--- src/rtl/aluc_pkg.sv ---
// Shared types and constants for the ALU-control sequencer: ALU operation
// codes, the ID-stage aluop classes, FSM state encodings and the func7
// patterns recognised by the decoder.
package aluc_pkg;

  typedef enum logic [4:0] {
    ALUC_ADD    = 5'd0,
    ALUC_SUB    = 5'd1,
    ALUC_SLL    = 5'd2,
    ALUC_SLT    = 5'd3,
    ALUC_SLTU   = 5'd4,
    ALUC_XOR    = 5'd5,
    ALUC_SRL    = 5'd6,
    ALUC_SRA    = 5'd7,
    ALUC_OR     = 5'd8,
    ALUC_AND    = 5'd9,
    ALUC_BEQ    = 5'd10,
    ALUC_BNE    = 5'd11,
    ALUC_BLT    = 5'd12,
    ALUC_BGE    = 5'd13,
    ALUC_BLTU   = 5'd14,
    ALUC_BGEU   = 5'd15,
    ALUC_PASS_B = 5'd16,
    ALUC_JAL    = 5'd17,
    ALUC_MUL    = 5'd24,
    ALUC_MULH   = 5'd25,
    ALUC_MULHSU = 5'd26,
    ALUC_MULHU  = 5'd27,
    ALUC_DIV    = 5'd28,
    ALUC_DIVU   = 5'd29,
    ALUC_REM    = 5'd30,
    ALUC_REMU   = 5'd31
  } aluc_e;

  typedef enum logic [2:0] {
    AOP_R     = 3'b000,
    AOP_I     = 3'b001,
    AOP_LDST  = 3'b010,
    AOP_BR    = 3'b011,
    AOP_LUI   = 3'b100,
    AOP_AUIPC = 3'b101,
    AOP_JAL   = 3'b110,
    AOP_RSVD  = 3'b111
  } aluop_e;

  // FSM state encodings kept as plain constants for legacy tooling.
  typedef logic [1:0] state_e;
  localparam state_e ST_IDLE  = 2'd0;
  localparam state_e ST_COUNT = 2'd1;
  localparam state_e ST_HOLD  = 2'd2;

  localparam logic [6:0] F7_BASE = 7'b0000000;
  localparam logic [6:0] F7_ALT  = 7'b0100000;
  localparam logic [6:0] F7_MEXT = 7'b0000001;

  typedef struct packed {
    aluc_e aluc;
    logic  illegal;
    logic  multi;
  } dec_t;

  // func3 -> base integer op, shared by the R and I decode paths.
  function automatic aluc_e base_op(input logic [2:0] f3);
    case (f3)
      3'b000:  return ALUC_ADD;
      3'b001:  return ALUC_SLL;
      3'b010:  return ALUC_SLT;
      3'b011:  return ALUC_SLTU;
      3'b100:  return ALUC_XOR;
      3'b101:  return ALUC_SRL;
      3'b110:  return ALUC_OR;
      default: return ALUC_AND;
    endcase
  endfunction

  // DIV/DIVU/REM/REMU occupy codes 28..31; MUL* occupy 24..27.
  function automatic logic is_div_op(input aluc_e op);
    return (op[4:3] == 2'b11) && op[2];
  endfunction

endpackage

--- src/rtl/alu_control_seq_if.sv ---
// Handshake bundle between ID (issue side) and EX (result side) of the
// ALU-control sequencer. Signal names are from the sequencer's viewpoint;
// the sequencer uses the slave modport, the driver of ID/EX uses master.
interface alu_control_seq_if #(
  parameter int unsigned ALUOP_W = 3,
  parameter int unsigned ALUC_W  = 5
);
  logic               valid_i;
  logic               ready_o;
  logic [ALUOP_W-1:0] aluop_i;
  logic [2:0]         func3_i;
  logic [6:0]         func7_i;
  logic               valid_o;
  logic               ready_i;
  logic [ALUC_W-1:0]  aluc_o;
  logic               multi_o;
  logic               illegal_o;
  logic               busy_o;

  modport slave (
    input  valid_i, aluop_i, func3_i, func7_i, ready_i,
    output ready_o, valid_o, aluc_o, multi_o, illegal_o, busy_o
  );

  modport master (
    output valid_i, aluop_i, func3_i, func7_i, ready_i,
    input  ready_o, valid_o, aluc_o, multi_o, illegal_o, busy_o
  );
endinterface

--- src/rtl/alu_control_dec.sv ---
// Pure combinational decode of {aluop, func3, func7} into an ALU operation
// code plus illegal/multi-cycle flags. Illegal encodings always yield ADD.
// Optional macro ALU_CTRL_MEXT_EN enables decoding of the M extension
// (func7 = 0000001 R-type); without it those encodings are illegal.
// Only aluop_i[2:0] carries meaning; ALUOP_W is expected to be 3.
module alu_control_dec
  import aluc_pkg::*;
#(
  parameter int unsigned ALUOP_W = 3
) (
  input  logic [ALUOP_W-1:0] aluop_i,
  input  logic [2:0]         func3_i,
  input  logic [6:0]         func7_i,
  output dec_t               dec_o
);

  // Decode table; every path starts from the ADD/legal/single-cycle default.
  always_comb begin
    // NOTE: assigning a default to every output first means no path can leave
    // a signal unassigned, so no latch is inferred.
    dec_o = '{aluc: ALUC_ADD, illegal: 1'b0, multi: 1'b0};
    case (aluop_e'(aluop_i[2:0]))
      AOP_R: begin
        if (func7_i == F7_BASE) begin
          dec_o.aluc = base_op(func3_i);
        end else if (func7_i == F7_ALT && func3_i == 3'b000) begin
          dec_o.aluc = ALUC_SUB;
        end else if (func7_i == F7_ALT && func3_i == 3'b101) begin
          dec_o.aluc = ALUC_SRA;
`ifdef ALU_CTRL_MEXT_EN
        end else if (func7_i == F7_MEXT) begin
          dec_o.aluc  = aluc_e'({2'b11, func3_i});
          dec_o.multi = 1'b1;
`endif
        end else begin
          dec_o.illegal = 1'b1;
        end
      end
      AOP_I: begin
        // Immediate forms ignore func7 except to pick arithmetic right shift.
        if (func3_i == 3'b101) begin
          dec_o.aluc = func7_i[5] ? ALUC_SRA : ALUC_SRL;
        end else begin
          dec_o.aluc = base_op(func3_i);
        end
      end
      AOP_LDST, AOP_AUIPC: dec_o.aluc = ALUC_ADD;
      AOP_BR: begin
        case (func3_i)
          3'b000:  dec_o.aluc = ALUC_BEQ;
          3'b001:  dec_o.aluc = ALUC_BNE;
          3'b100:  dec_o.aluc = ALUC_BLT;
          3'b101:  dec_o.aluc = ALUC_BGE;
          3'b110:  dec_o.aluc = ALUC_BLTU;
          3'b111:  dec_o.aluc = ALUC_BGEU;
          default: dec_o.illegal = 1'b1;
        endcase
      end
      AOP_LUI: dec_o.aluc = ALUC_PASS_B;
      AOP_JAL: dec_o.aluc = ALUC_JAL;
      default: dec_o.illegal = 1'b1;
    endcase
  end

endmodule

--- src/rtl/alu_control_seq.sv ---
// Registered, handshaked ALU-control stage between ID and EX. Single-cycle
// ops appear on the output one cycle after acceptance; M-extension ops hold
// the issue side in COUNT for MUL_LAT/DIV_LAT cycles, then sit in HOLD until
// EX takes them.
// Optional macro ALU_CTRL_MEXT_EN enables the M extension; when undefined,
// COUNT/HOLD are unreachable and busy_o/multi_o are tied low.
module alu_control_seq
  import aluc_pkg::*;
#(
  parameter int unsigned ALUOP_W = 3,
  parameter int unsigned ALUC_W  = 5,
  parameter int unsigned MUL_LAT = 3,
  parameter int unsigned DIV_LAT = 33
) (
  input logic               clk_i,
  input logic               rst_ni,
  alu_control_seq_if.slave  bus
);

`ifdef ALU_CTRL_MEXT_EN
  localparam bit MEXT_EN = 1'b1;
`else
  localparam bit MEXT_EN = 1'b0;
`endif

  localparam int unsigned MAX_LAT = (DIV_LAT > MUL_LAT) ? DIV_LAT : MUL_LAT;
  localparam int unsigned CNT_W   = $clog2(MAX_LAT) + 1;

  dec_t             dec;
  state_e           state_q, state_d;
  logic [CNT_W-1:0] cnt_q, cnt_d;
  logic             valid_q, valid_d;
  aluc_e            aluc_q, aluc_d;
  aluc_e            pend_q, pend_d;
  logic             multi_q, multi_d;
  logic             illegal_q, illegal_d;
  logic             ready;

  alu_control_dec #(.ALUOP_W(ALUOP_W)) u_dec (
    .aluop_i (bus.aluop_i),
    .func3_i (bus.func3_i),
    .func7_i (bus.func7_i),
    .dec_o   (dec)
  );

  // Next-state logic: accept/drain in IDLE, latency countdown, result hold.
  always_comb begin
    state_d   = state_q;
    cnt_d     = cnt_q;
    valid_d   = valid_q;
    aluc_d    = aluc_q;
    pend_d    = pend_q;
    multi_d   = multi_q;
    illegal_d = illegal_q;
    ready     = 1'b0;
    case (state_q)
      ST_IDLE: begin
        // Free to accept when the output slot is empty or draining this cycle.
        ready = !valid_q || bus.ready_i;
        if (bus.valid_i && ready) begin
          if (dec.multi) begin
            state_d = ST_COUNT;
            cnt_d   = is_div_op(dec.aluc) ? CNT_W'(DIV_LAT - 1) : CNT_W'(MUL_LAT - 1);
            pend_d  = dec.aluc;
            valid_d = 1'b0;
          end else begin
            aluc_d    = dec.aluc;
            illegal_d = dec.illegal;
            multi_d   = 1'b0;
            valid_d   = 1'b1;
          end
        end else if (bus.ready_i) begin
          valid_d = 1'b0;
        end
      end
      ST_COUNT: begin
        if (cnt_q == '0) begin
          state_d   = ST_HOLD;
          aluc_d    = pend_q;
          multi_d   = 1'b1;
          illegal_d = 1'b0;
          valid_d   = 1'b1;
        end else begin
          cnt_d = cnt_q - CNT_W'(1);
        end
      end
      ST_HOLD: begin
        if (bus.ready_i) begin
          state_d = ST_IDLE;
          valid_d = 1'b0;
          multi_d = 1'b0;
        end
      end
      default: state_d = ST_IDLE;
    endcase
  end

  // State and output registers; reset discards any in-flight op.
  always_ff @(posedge clk_i or negedge rst_ni) begin
    // NOTE: sequential state uses non-blocking assignments so every register
    // samples pre-edge values regardless of statement order.
    if (!rst_ni) begin
      state_q   <= ST_IDLE;
      cnt_q     <= '0;
      valid_q   <= 1'b0;
      aluc_q    <= ALUC_ADD;
      pend_q    <= ALUC_ADD;
      multi_q   <= 1'b0;
      illegal_q <= 1'b0;
    end else begin
      state_q   <= state_d;
      cnt_q     <= cnt_d;
      valid_q   <= valid_d;
      aluc_q    <= aluc_d;
      pend_q    <= pend_d;
      multi_q   <= multi_d;
      illegal_q <= illegal_d;
    end
  end

  assign bus.ready_o   = ready;
  assign bus.valid_o   = valid_q;
  assign bus.aluc_o    = ALUC_W'(aluc_q);
  assign bus.illegal_o = illegal_q;
  assign bus.multi_o   = MEXT_EN && multi_q;
  assign bus.busy_o    = MEXT_EN && (state_q == ST_COUNT);

endmodule

--- src/flat_wrapper.sv ---
// flat-port wrapper written by rule: the top's interface ports become plain ports
module alu_control_seq_flat import aluc_pkg::*;
#(
  parameter int unsigned ALUOP_W = 3,
  parameter int unsigned ALUC_W  = 5,
  parameter int unsigned MUL_LAT = 3,
  parameter int unsigned DIV_LAT = 33
)
  (clk_i, rst_ni, bus_valid_i, bus_aluop_i, bus_func3_i, bus_func7_i, bus_ready_i, bus_ready_o, bus_valid_o, bus_aluc_o, bus_multi_o, bus_illegal_o, bus_busy_o);
  alu_control_seq_if #(.ALUOP_W(ALUOP_W), .ALUC_W(ALUC_W)) bus_i ();
  input logic clk_i;
  input logic rst_ni;
  input wire logic [$bits(bus_i.valid_i)-1:0] bus_valid_i;
  input wire logic [$bits(bus_i.aluop_i)-1:0] bus_aluop_i;
  input wire logic [$bits(bus_i.func3_i)-1:0] bus_func3_i;
  input wire logic [$bits(bus_i.func7_i)-1:0] bus_func7_i;
  input wire logic [$bits(bus_i.ready_i)-1:0] bus_ready_i;
  output wire logic [$bits(bus_i.ready_o)-1:0] bus_ready_o;
  output wire logic [$bits(bus_i.valid_o)-1:0] bus_valid_o;
  output wire logic [$bits(bus_i.aluc_o)-1:0] bus_aluc_o;
  output wire logic [$bits(bus_i.multi_o)-1:0] bus_multi_o;
  output wire logic [$bits(bus_i.illegal_o)-1:0] bus_illegal_o;
  output wire logic [$bits(bus_i.busy_o)-1:0] bus_busy_o;
  assign bus_i.valid_i = bus_valid_i;
  assign bus_i.aluop_i = bus_aluop_i;
  assign bus_i.func3_i = bus_func3_i;
  assign bus_i.func7_i = bus_func7_i;
  assign bus_i.ready_i = bus_ready_i;
  assign bus_ready_o = bus_i.ready_o;
  assign bus_valid_o = bus_i.valid_o;
  assign bus_aluc_o = bus_i.aluc_o;
  assign bus_multi_o = bus_i.multi_o;
  assign bus_illegal_o = bus_i.illegal_o;
  assign bus_busy_o = bus_i.busy_o;
  alu_control_seq #(.ALUOP_W(ALUOP_W), .ALUC_W(ALUC_W), .MUL_LAT(MUL_LAT), .DIV_LAT(DIV_LAT)) u_core (.clk_i(clk_i), .rst_ni(rst_ni), .bus(bus_i));
endmodule
--- config.mk ---
export PLATFORM = sky130hd
export DESIGN_NAME = alu_control_seq_flat
export DESIGN_NICKNAME = d
export VERILOG_FILES = /design/src/rtl/aluc_pkg.sv /design/src/rtl/alu_control_seq_if.sv /design/src/rtl/alu_control_dec.sv /design/src/rtl/alu_control_seq.sv /design/src/flat_wrapper.sv
export SDC_FILE = /design/constraint.sdc
export NUM_CORES = 1
export LEC_CHECK = 0
export CORE_MARGIN = 2
export CORE_UTILIZATION = 40
export CTS_BUF_LIST = sky130_fd_sc_hd__clkbuf_16
export DETAILED_ROUTE_END_ITERATION = 6
export HOLD_SLACK_MARGIN = 0.02
export PLACE_DENSITY = 0.89
export SETUP_SLACK_MARGIN = 0.3
export SYNTH_ARGS = -nofsm -noshare
export SYNTH_HDL_FRONTEND = slang
export SYNTH_SLANG_ARGS = --single-unit
--- constraint.sdc ---
create_clock -name clk_i -period 2.95 [get_ports clk_i]
set_input_delay 0.59 -clock clk_i [delete_from_list [all_inputs] [get_ports clk_i]]
set_output_delay 0.59 -clock clk_i [all_outputs]
set_load 0.01 [all_outputs]
==> results_dict.tcl, run 1 <==
set metrics [dict create \
    cts-htree-levels 1 \
    hold_buffers 0 \
    cp-start-kind "primary input" \
    clkPwrFrac_pct 52.4 \
    routed-via-count 606 \
    design.core.area_sq_mm 0.001318 \
    yosysWarnings 0 \
    crit_type "primary input to output pin" \
    utilization_pct 67.33 \
    die-area_sq_mm 0.001762 \
    r2r_setup_slack_ps 1720 \
    n_antenna_cell 0 \
    clk_pin_slew_worst_paths_ps 40 \
    mostFrequentLayoutCell "clkdlybuf4s50_1" \
    reg2reg_depth 5 \
    post-cts-setup-buffers 0 \
    grt_antenna_before_repair 0 \
    grt_pass1_wl_microns 2366 \
    syn_inst 74 \
    die_h_microns 41.98 \
    dp_hpwl_microns 1171 \
    clock_skew_ps 1.920 \
    final-hold-violation-count 0 \
    tritoncts "yes" \
    drtAntennaViolNets 0 \
    rows 13 \
    finalSetupViolations 0 \
    status "finished, final reports clean" \
    rsz0062_at_grt "false" \
    final_cell_mix "24 x clkdlybuf4s50_1, 12 x nand2_1, 7 x dfrtp_1" \
    drt-initial-drc-count 12 \
    insertion_delay_ps 230 \
    synth.distinct_cells 30 \
    critical_path.max_fanout 4 \
    num_io_pins 27 \
    cts_buffers 3 \
    tns_ps 0 \
    portBuffers 24 \
    timing.rr.start "u_core.bus.valid_o" \
    cp-end-kind "output pin" \
    cts_buffer_depth 2 \
    final_area_sq_um 887.1 \
    p_seq_share_pct 25.3 \
    avgSynthCellArea_sq_um 7.795 \
    crit_start "bus_ready_i" \
    max_freq_mhz 425.4 \
    p_leak_uw 0.0003549 \
    fin_hold_ws_ps 474.7 \
    required_ps 2360 \
    drcViolationCount 0 \
    p_sw_share_pct 23.04 \
    reg2reg_to "u_core.bus.aluc_o[0]" \
    grt_pass1_vias 564 \
    finalCriticalPeriod_ps 2351 \
    drv_slew 0 \
    placed_area_sq_um 808.3 \
    crit_arrival_ps 1760 \
    via_per_inst 5.411 \
    die_w_microns 41.98 \
    start_util_pct 43.78 \
    cap_violations 0 \
    gp_congestion 0.8657 \
    grt_max_degree 11 \
    grt_overflow 0 \
    ys_seq_area_share_pct 30.37 \
    period_share_pct 79.69 \
    p_per_area_mw_per_mm2 488.5 \
    cts_resized 0 \
    p_comb_share_pct 22.3 \
    wl_microns 1410 \
    detail_route.wl_per_cell_microns 12.59 \
    area_growth_pct 53.80 \
    finalNetCount 115 \
    cts_sinks 7 \
    ys_seq_elements 7 \
    switching_power_uw 99.86 \
    drt_first_pass_iters 4 \
    root_buffer "clkbuf_16" \
    drive_above_1_share_pct 8.247 \
    grtUsageTotal_pct 17.03 \
    cp-endpoint "bus_ready_o" \
    intPower_uw 333.5 \
    hold_path_class "register to register" \
    syn_area_sq_um 576.8 \
    peakVddDrop_v 0.0002287 \
]
[sequential cells by signal, indices dropped and copies added, names as in the netlist]
name / cells
u_core.bus.aluc_o: 5
u_core.bus.illegal_o: 1
u_core.bus.valid_o: 1
[final cells by class]
cell class | count | area [sq um]
Clock inverter | 1 | 3.754
Inverter | 2 | 7.507
Timing Repair Buffer | 24 | 240.2
Clock buffer | 3 | 75.07
Sequential cell | 7 | 175.2
Fill cell | 112 | 430.4
Multi-Input combinational cell | 60 | 366.6
Tap cell | 15 | 18.77
[cells by family (layout without fill, tap and decap cells)]
group	Yosys count	in the layout	share of synthesized area [%]
compound gates	20	20	22.99
xor+xnor	3	3	4.556
buf+inv	8	30	6.723
flops	7	7	30.37
mux	1	1	1.735
other cells	1	2	0.6501
simple gates	34	34	32.97
[synthesized netlist by cell type, drive strengths merged]
cell     count  area, sq um
nor4         1        21.27
nor2b        2        12.51
dfrtp        7        175.2
nor3         3        15.01
nand2       12        45.04
or2          1        6.260
a31oi        2        12.51
o2111ai      1        8.760
o31ai        1        7.510
conb         1        3.750
o32ai        1        8.760
nand3        1        5.000
nand4bb      1        11.26
inv          2        7.510
buf          3        20.01
or2b         1        7.510
xnor2        2        17.52
nor2         6        22.52
nand2b       4        25.02
o21ai        7        42.54
clkbuf       3        11.26
xor2         1        8.760
a21oi        5        25.02
o22a         2        17.52
or4          1        11.26
nor3b        1        7.510
mux2i        1        10.01
a32o         1        10.01
[worst max-delay path: stages]
cell,delay [ps]
clkdlybuf4s50_1,440
nand2b_1,170
clkdlybuf4s50_1,560
[metal layers]
metal | track usage [%] | vias to the layer above | share of wire (%)
met5 | 0 | - | 0
met4 | 5.806 | 0 | 0.92
met3 | 4.310 | 2 | 6.1
met2 | 32.19 | 21 | 52
met1 | 17.94 | 278 | 41
li1 | - | 305 | -
[power by group through the flow]
stage          Clock (uW)  Sequential, uW  Combinational [uW]
2_1_floorplan           0             115                43.8
3_3_place_gp            0             110                94.3
3_5_place_dp            0             111                96.9
4_1_cts               230             110                97.0
5_1_grt               236             111                 105
6_report              227             110                96.5
[per-stage QoR]
step	cells	power [uW]	worst slack (ps)
6_report	112	433.4	599.1
5_1_grt	112	451.9	544.5
4_1_cts	112	437.3	597.7
3_5_place_dp	108	208.3	594.4
3_3_place_gp	108	204.5	621.7
2_1_floorplan	75	158.5	1169
[worst min path at each step]
stage                              start                    to  depth (start not counted)
finish              u_core.bus.aluc_o[4]  u_core.bus.aluc_o[4]                          2
global route        u_core.bus.aluc_o[3]  u_core.bus.aluc_o[3]                          2
CTS                 u_core.bus.aluc_o[4]  u_core.bus.aluc_o[4]                          2
detailed placement  u_core.bus.aluc_o[3]  u_core.bus.aluc_o[3]                          2
global placement    u_core.bus.aluc_o[4]  u_core.bus.aluc_o[4]                          2
floorplan                         rst_ni  u_core.bus.aluc_o[0]                          0
(Power assumes the default switching activity.)
==> run 2, diff against run 1 <==
--- a/config.mk
+++ b/config.mk
@@ -6,11 +6,11 @@
 export NUM_CORES = 1
 export LEC_CHECK = 0
 export CORE_MARGIN = 2
-export CORE_UTILIZATION = 40
+export CORE_UTILIZATION = 39
 export CTS_BUF_LIST = sky130_fd_sc_hd__clkbuf_16
 export DETAILED_ROUTE_END_ITERATION = 6
 export HOLD_SLACK_MARGIN = 0.02
-export PLACE_DENSITY = 0.89
+export PLACE_DENSITY = 0.88
 export SETUP_SLACK_MARGIN = 0.3
 export SYNTH_ARGS = -nofsm -noshare
 export SYNTH_HDL_FRONTEND = slang
==> constraint.sdc (replaced) <==
create_clock -name clk_i -period 2.47 [get_ports clk_i]
set_input_delay 0.494 -clock clk_i [delete_from_list [all_inputs] [get_ports clk_i]]
set_output_delay 0.494 -clock clk_i [all_outputs]
set_load 0.01 [all_outputs]
==> run 2 against run 1 <==
Net effect: sequential share of layout area decreased by 0.14 points; worst hold slack improved by 5.0 ps; clock power increased by 19%; die area increased by 2.3%; highest routed layer unchanged; utilization decreased by 0.35 points; global-route usage increased by 0.87 points; clock skew about the same; cell area increased by 0.71%; sequential power increased by 20%; wire length increased by 2.1%; worst setup slack got worse by 97 ps.
==> results_dict.tcl, run 2 (synthesis gave the netlist of run 1 again) <==
set metrics [dict create \
    gp_congestion 0.8768 \
    drtAntennaViolNets 0 \
    drcViolationCount 0 \
    crit_arrival_ps 2050 \
    final_area_sq_um 893.4 \
    finalCriticalPeriod_ps 1968 \
    mostFrequentLayoutCell "clkdlybuf4s50_1" \
    start_util_pct 43.25 \
    placed_area_sq_um 815.8 \
    drt_first_pass_iters 3 \
    num_io_pins 27 \
    dp_hpwl_microns 1069 \
    grt_max_degree 11 \
    finalSetupViolations 0 \
    portBuffers 24 \
    cts_buffers 3 \
    fill_cells 105 \
    die_w_microns 42.46 \
    drt-initial-drc-count 6 \
    die-area_sq_mm 0.001802 \
    detail_route.wl_per_cell_microns 12.74 \
    utilization_pct 66.98 \
    critical_path.max_fanout 4 \
    grt_antenna_before_repair 0 \
    grt_overflow 0 \
    final_cell_mix "23 x clkdlybuf4s50_1, 12 x nand2_1, 7 x dfrtp_1" \
    via_per_inst 5.283 \
    fin_hold_ws_ps 479.7 \
    drive_above_1_share_pct 9.184 \
    grtUsageTotal_pct 17.89 \
    cap_violations 0 \
    final-hold-violation-count 0 \
    area_growth_pct 54.88 \
    root_buffer "clkbuf_16" \
    max_freq_mhz 508.1 \
    grtUsageMet2_pct 31.08 \
    hold_path_class "register to register" \
    grt_pass1_wl_microns 2504 \
    wl_microns 1440 \
    routed-via-count 597 \
    peakVddDrop_v 0.0002909 \
    status "finished, final reports clean" \
    cts_sinks 7 \
    required_ps 2550 \
    finalNetCount 116 \
    crit_type "primary input to register" \
    met1_usage_pct 21.47 \
    rsz0062_at_grt "false" \
    clock_skew_ps 1.524 \
    p_per_area_mw_per_mm2 581.7 \
    tns_ps 0 \
    drv_slew 0 \
    top_usage_layer "met2" \
    cp-end-kind "register" \
    cts-htree-levels 1 \
    design.core.area_sq_mm 0.001334 \
    largest_reg_flops 5 \
    use_met3_pct 3.017 \
    n_antenna_cell 0 \
    period_share_pct 79.67 \
    clk_pin_slew_worst_paths_ps 40 \
    tritoncts "yes" \
    cts_buffer_depth 2 \
    rows 13 \
    die_h_microns 42.46 \
    p_leak_uw 0.0003602 \
    grt_pass1_vias 586 \
    cp-start-kind "primary input" \
    insertion_delay_ps 230 \
]
[run 2: changes by cell type in the layout (fill, tap and decap cells not counted), sizes merged]
cell,delta
buf,+1
dlygate4sd2,+1
clkdlybuf4s50,-1
[run 2: final timing paths]
path                                            from  depth (start not counted)  slack (ps)              endpoint
worst max-delay path                  bus_func7_i[3]                          6         500  u_core.bus.illegal_o
worst min-delay path            u_core.bus.aluc_o[2]                          2         480  u_core.bus.aluc_o[2]
worst max register to register    u_core.bus.valid_o                          5        1210  u_core.bus.aluc_o[0]
worst min register to register  u_core.bus.aluc_o[2]                          2         480  u_core.bus.aluc_o[2]
max in group asynchronous                     rst_ni                          1        1710  u_core.bus.aluc_o[0]
min in group asynchronous                     rst_ni                          1         520  u_core.bus.aluc_o[1]
[run 2: per-stage QoR]
stage               std cells  power (uW)  worst slack [ps]
detailed placement        109       249.4             296.2
CTS                       113       520.7             511.0
global placement          109       245.9             313.3
global route              113       539.5             415.3
finish                    113       519.7             502.0
floorplan                  75       189.3             784.7
[run 2: critical path, stage by stage]
cell	delay, ps
clkdlybuf4s50_1	400
or4_4	550
nor2_1	200
nand2_1	90
a21oi_1	200
o21ai_0	120
[run 2: report_power, final]
part	total [uW]	internal (uW)	switching, uW
logic	117	62.5	54.7
clock network	271	210	60.5
registers	132	126	5.93
total	520	399	121
[run 2: area by class of cell]
class | count | area [sq um] | area share (%)
clock buffers | 3 | 75.07 | 8.403
repair buffers | 25 | 246.5 | 27.59
clock inverters | 1 | 3.754 | 0.4202
inverters | 2 | 7.507 | 0.8403
multi-input cells | 60 | 366.6 | 41.04
well taps | 15 | 18.77 | 2.101
flip-flops and latches | 7 | 175.2 | 19.61
[run 2: timing repair]
item / 4_1_cts / 5_1_grt
buffers inserted: 0 / 0
hold buffers: 0 / 0
gates resized for setup: 1 / 0
setup endpoints to repair: 1 / 0
[run 2: layer usage]
metal / wire (microns) / vias to the layer above
met5: 0 / -
met4: 14 / 0
met3: 68 / 2
met2: 720 / 18
met1: 636 / 271
li1: - / 306
==> variant, RTL diff (flow settings as in run 2) <==
Make the reset (`rst_ni`) synchronous in one clocked block.
--- a/src/rtl/alu_control_seq.sv
+++ b/src/rtl/alu_control_seq.sv
@@ -96,7 +96,7 @@
   end
 
   // State and output registers; reset discards any in-flight op.
-  always_ff @(posedge clk_i or negedge rst_ni) begin
+  always_ff @(posedge clk_i) begin
     // NOTE: sequential state uses non-blocking assignments so every register
     // samples pre-edge values regardless of statement order.
     if (!rst_ni) begin
Formal check against the unedited RTL: differs if rst_ni is asserted again (counterexample within 4 cycles, from zero or initial values and one cycle with rst_ni low); with rst_ni held inactive, the same outputs for 10 cycles.
==> variant against run 2 <==
  * First-iteration DRC count grew to 2.7 times the old value
  * Synthesized cell count fell by 1.4%
  * Register-to-register slack lost 0.07 ns
  * Final area decreased by 2.5%
  * Routed wire length is 1.3% lower
  * Count of clock-buffer cells in the layout stayed put
  * Die area is 0.80% higher
  * Sequential share of layout area decreased by 3.5 points
  * Sequential cell count is the same
  * Global-route usage fell by 0.60 points
  * Fmax is 1.6% lower
  * Worst setup slack got worse by 0.032 ns
  * Synthesized area grew 0.87%
  * Power decreased by 4.3%
  * Critical path type is now input pin to primary output
  * Largest cell class unchanged
  * Largest power group unchanged
==> variant: results (changes against run 2) <==
RUN_STATUS='finished, final reports clean'
ROUTED-WL-MET3_UM=88  # +29%
LEAKAGEPOWER_nW=0.319  # -11%
ROUTE.VIAS.TOTAL=622  # +4.2%
MET1_LENGTH_UM=556  # -13%
SYNTH-ASYNC-RESET-RATIO=0  # -1.00
SEQUENTIAL_CELL_AREA_FRACTION_IN_THE_YOSYS_REPORT=0.241  # -0.0628
DETAIL_ROUTE.ITER0.VIOLATIONS=16  # +10
FF2FF_PATH_DEPTH=4  # -1
GP_ROUTABILITY_CONGESTION=0.897  # +2.3%
DRT_PASS1_ITERATIONS=2  # -1
PER_CELL_ROUTED_WIRE_LENGTH_UM=12.8  # +0.53%
TIMING.CRITICAL_PATH.TO='bus_ready_o'
TRACK_USAGE=0.173  # -0.00596
YOSYS.CELL_TYPES.COUNT=36  # +20%
CRIT_ARRIVAL_NS=1.51  # -0.54 ns
MIN-DELAY-START='u_core.bus.aluc_o[3]$_SDFFE_PN0P_'
WORST_HOLD_PATH.ENDPOINT='u_core.bus.aluc_o[3]$_SDFFE_PN0P_'
FIN_WORST_SKEW_NS=0.00154  # +0.0000148 ns
SETUP.REG_TO_REG.WORST_SLACK_NS=1.14  # -0.07 ns
GRT_PASS1_WL_UM=2390  # -4.7%
POST_SYNTH_MOST_FREQUENT_CELLS='7 x sky130_fd_sc_hd__dfxtp_1, 6 x sky130_fd_sc_hd__nand2_1, 6 x sky130_fd_sc_hd__o21ai_0'
NUM-NETS-FINAL=114  # -1.7%
DRIVE_GT1_FRAC=0.0833  # -0.00850
NETSWITCHINGPOWER_mW=0.112  # -7.5%
GRT_PASS1_VIAS=548  # -6.5%
SYNTH_TOP_CELLS_BY_AREA='sky130_fd_sc_hd__dfxtp_1 24%, sky130_fd_sc_hd__o21ai_0 5.2%, sky130_fd_sc_hd__xnor2_1 4.5%'
TIMING.CRITICAL_PATH.FROM='bus_ready_i'
MET2_LENGTH_UM=734  # +1.9%
PIN_COUNT_OF_THE_BIGGEST_NET_ENTERING_GLOBAL_ROUTING=10  # -1
variant: layout make-up:
| type | count | area, um^2 |
|---|---|---|
| tap | 15 | 18.8 |
| multi-input combinational | 57 | 379 |
| inverter | 4 | 15.0 |
| fill | 116 | 479 |
| timing repair buffer | 24 | 239 |
| clock inverter | 1 | 3.75 |
| clock buffer | 3 | 75.1 |
| sequential | 7 | 140 |
variant: per-stage QoR:
stage          instance area [um^2]  worst slack (ns)  total power, mW  hold WS [ns]  cells
2_1_floorplan                   586             0.833            0.180         0.481     74
3_3_place_gp                    793             0.299            0.224         0.442    107
6_report                        871             0.470            0.497         0.456    111
5_1_grt                         871             0.397            0.515         0.475    111
3_5_place_dp                    793             0.275            0.226         0.454    107
4_1_cts                         871             0.464            0.500         0.459    111
variant: power groups by stage:
stage | registers [mW] | clock network (mW) | logic, mW
floorplan | 0.127 | 0 | 0.0528
global placement | 0.124 | 0 | 0.100
detailed placement | 0.124 | 0 | 0.102
CTS | 0.123 | 0.274 | 0.103
global route | 0.123 | 0.280 | 0.112
finish | 0.123 | 0.271 | 0.103
variant: critical path, cell delays in order:
cell                              delay [ns]
sky130_fd_sc_hd__clkdlybuf4s50_1        0.40
sky130_fd_sc_hd__or2b_2                 0.32
sky130_fd_sc_hd__dlygate4sd2_1          0.30
variant: cell families (layout without fill, tap and decap cells):
family	Yosys count	count (layout)	synth area share
compound gates	24	24	0.277
xor+xnor	4	4	0.0602
buf+inv	10	32	0.114
flops	7	7	0.241
mux	2	2	0.0344
other cells	1	2	0.00645
simple gates	25	25	0.267
variant: layer usage:
metal | up-vias | track usage
met4 | 0 | 0.0875
met5 | - | 0
met3 | 6 | 0.0474
met2 | 27 | 0.306
met1 | 280 | 0.183
li1 | 309 | -
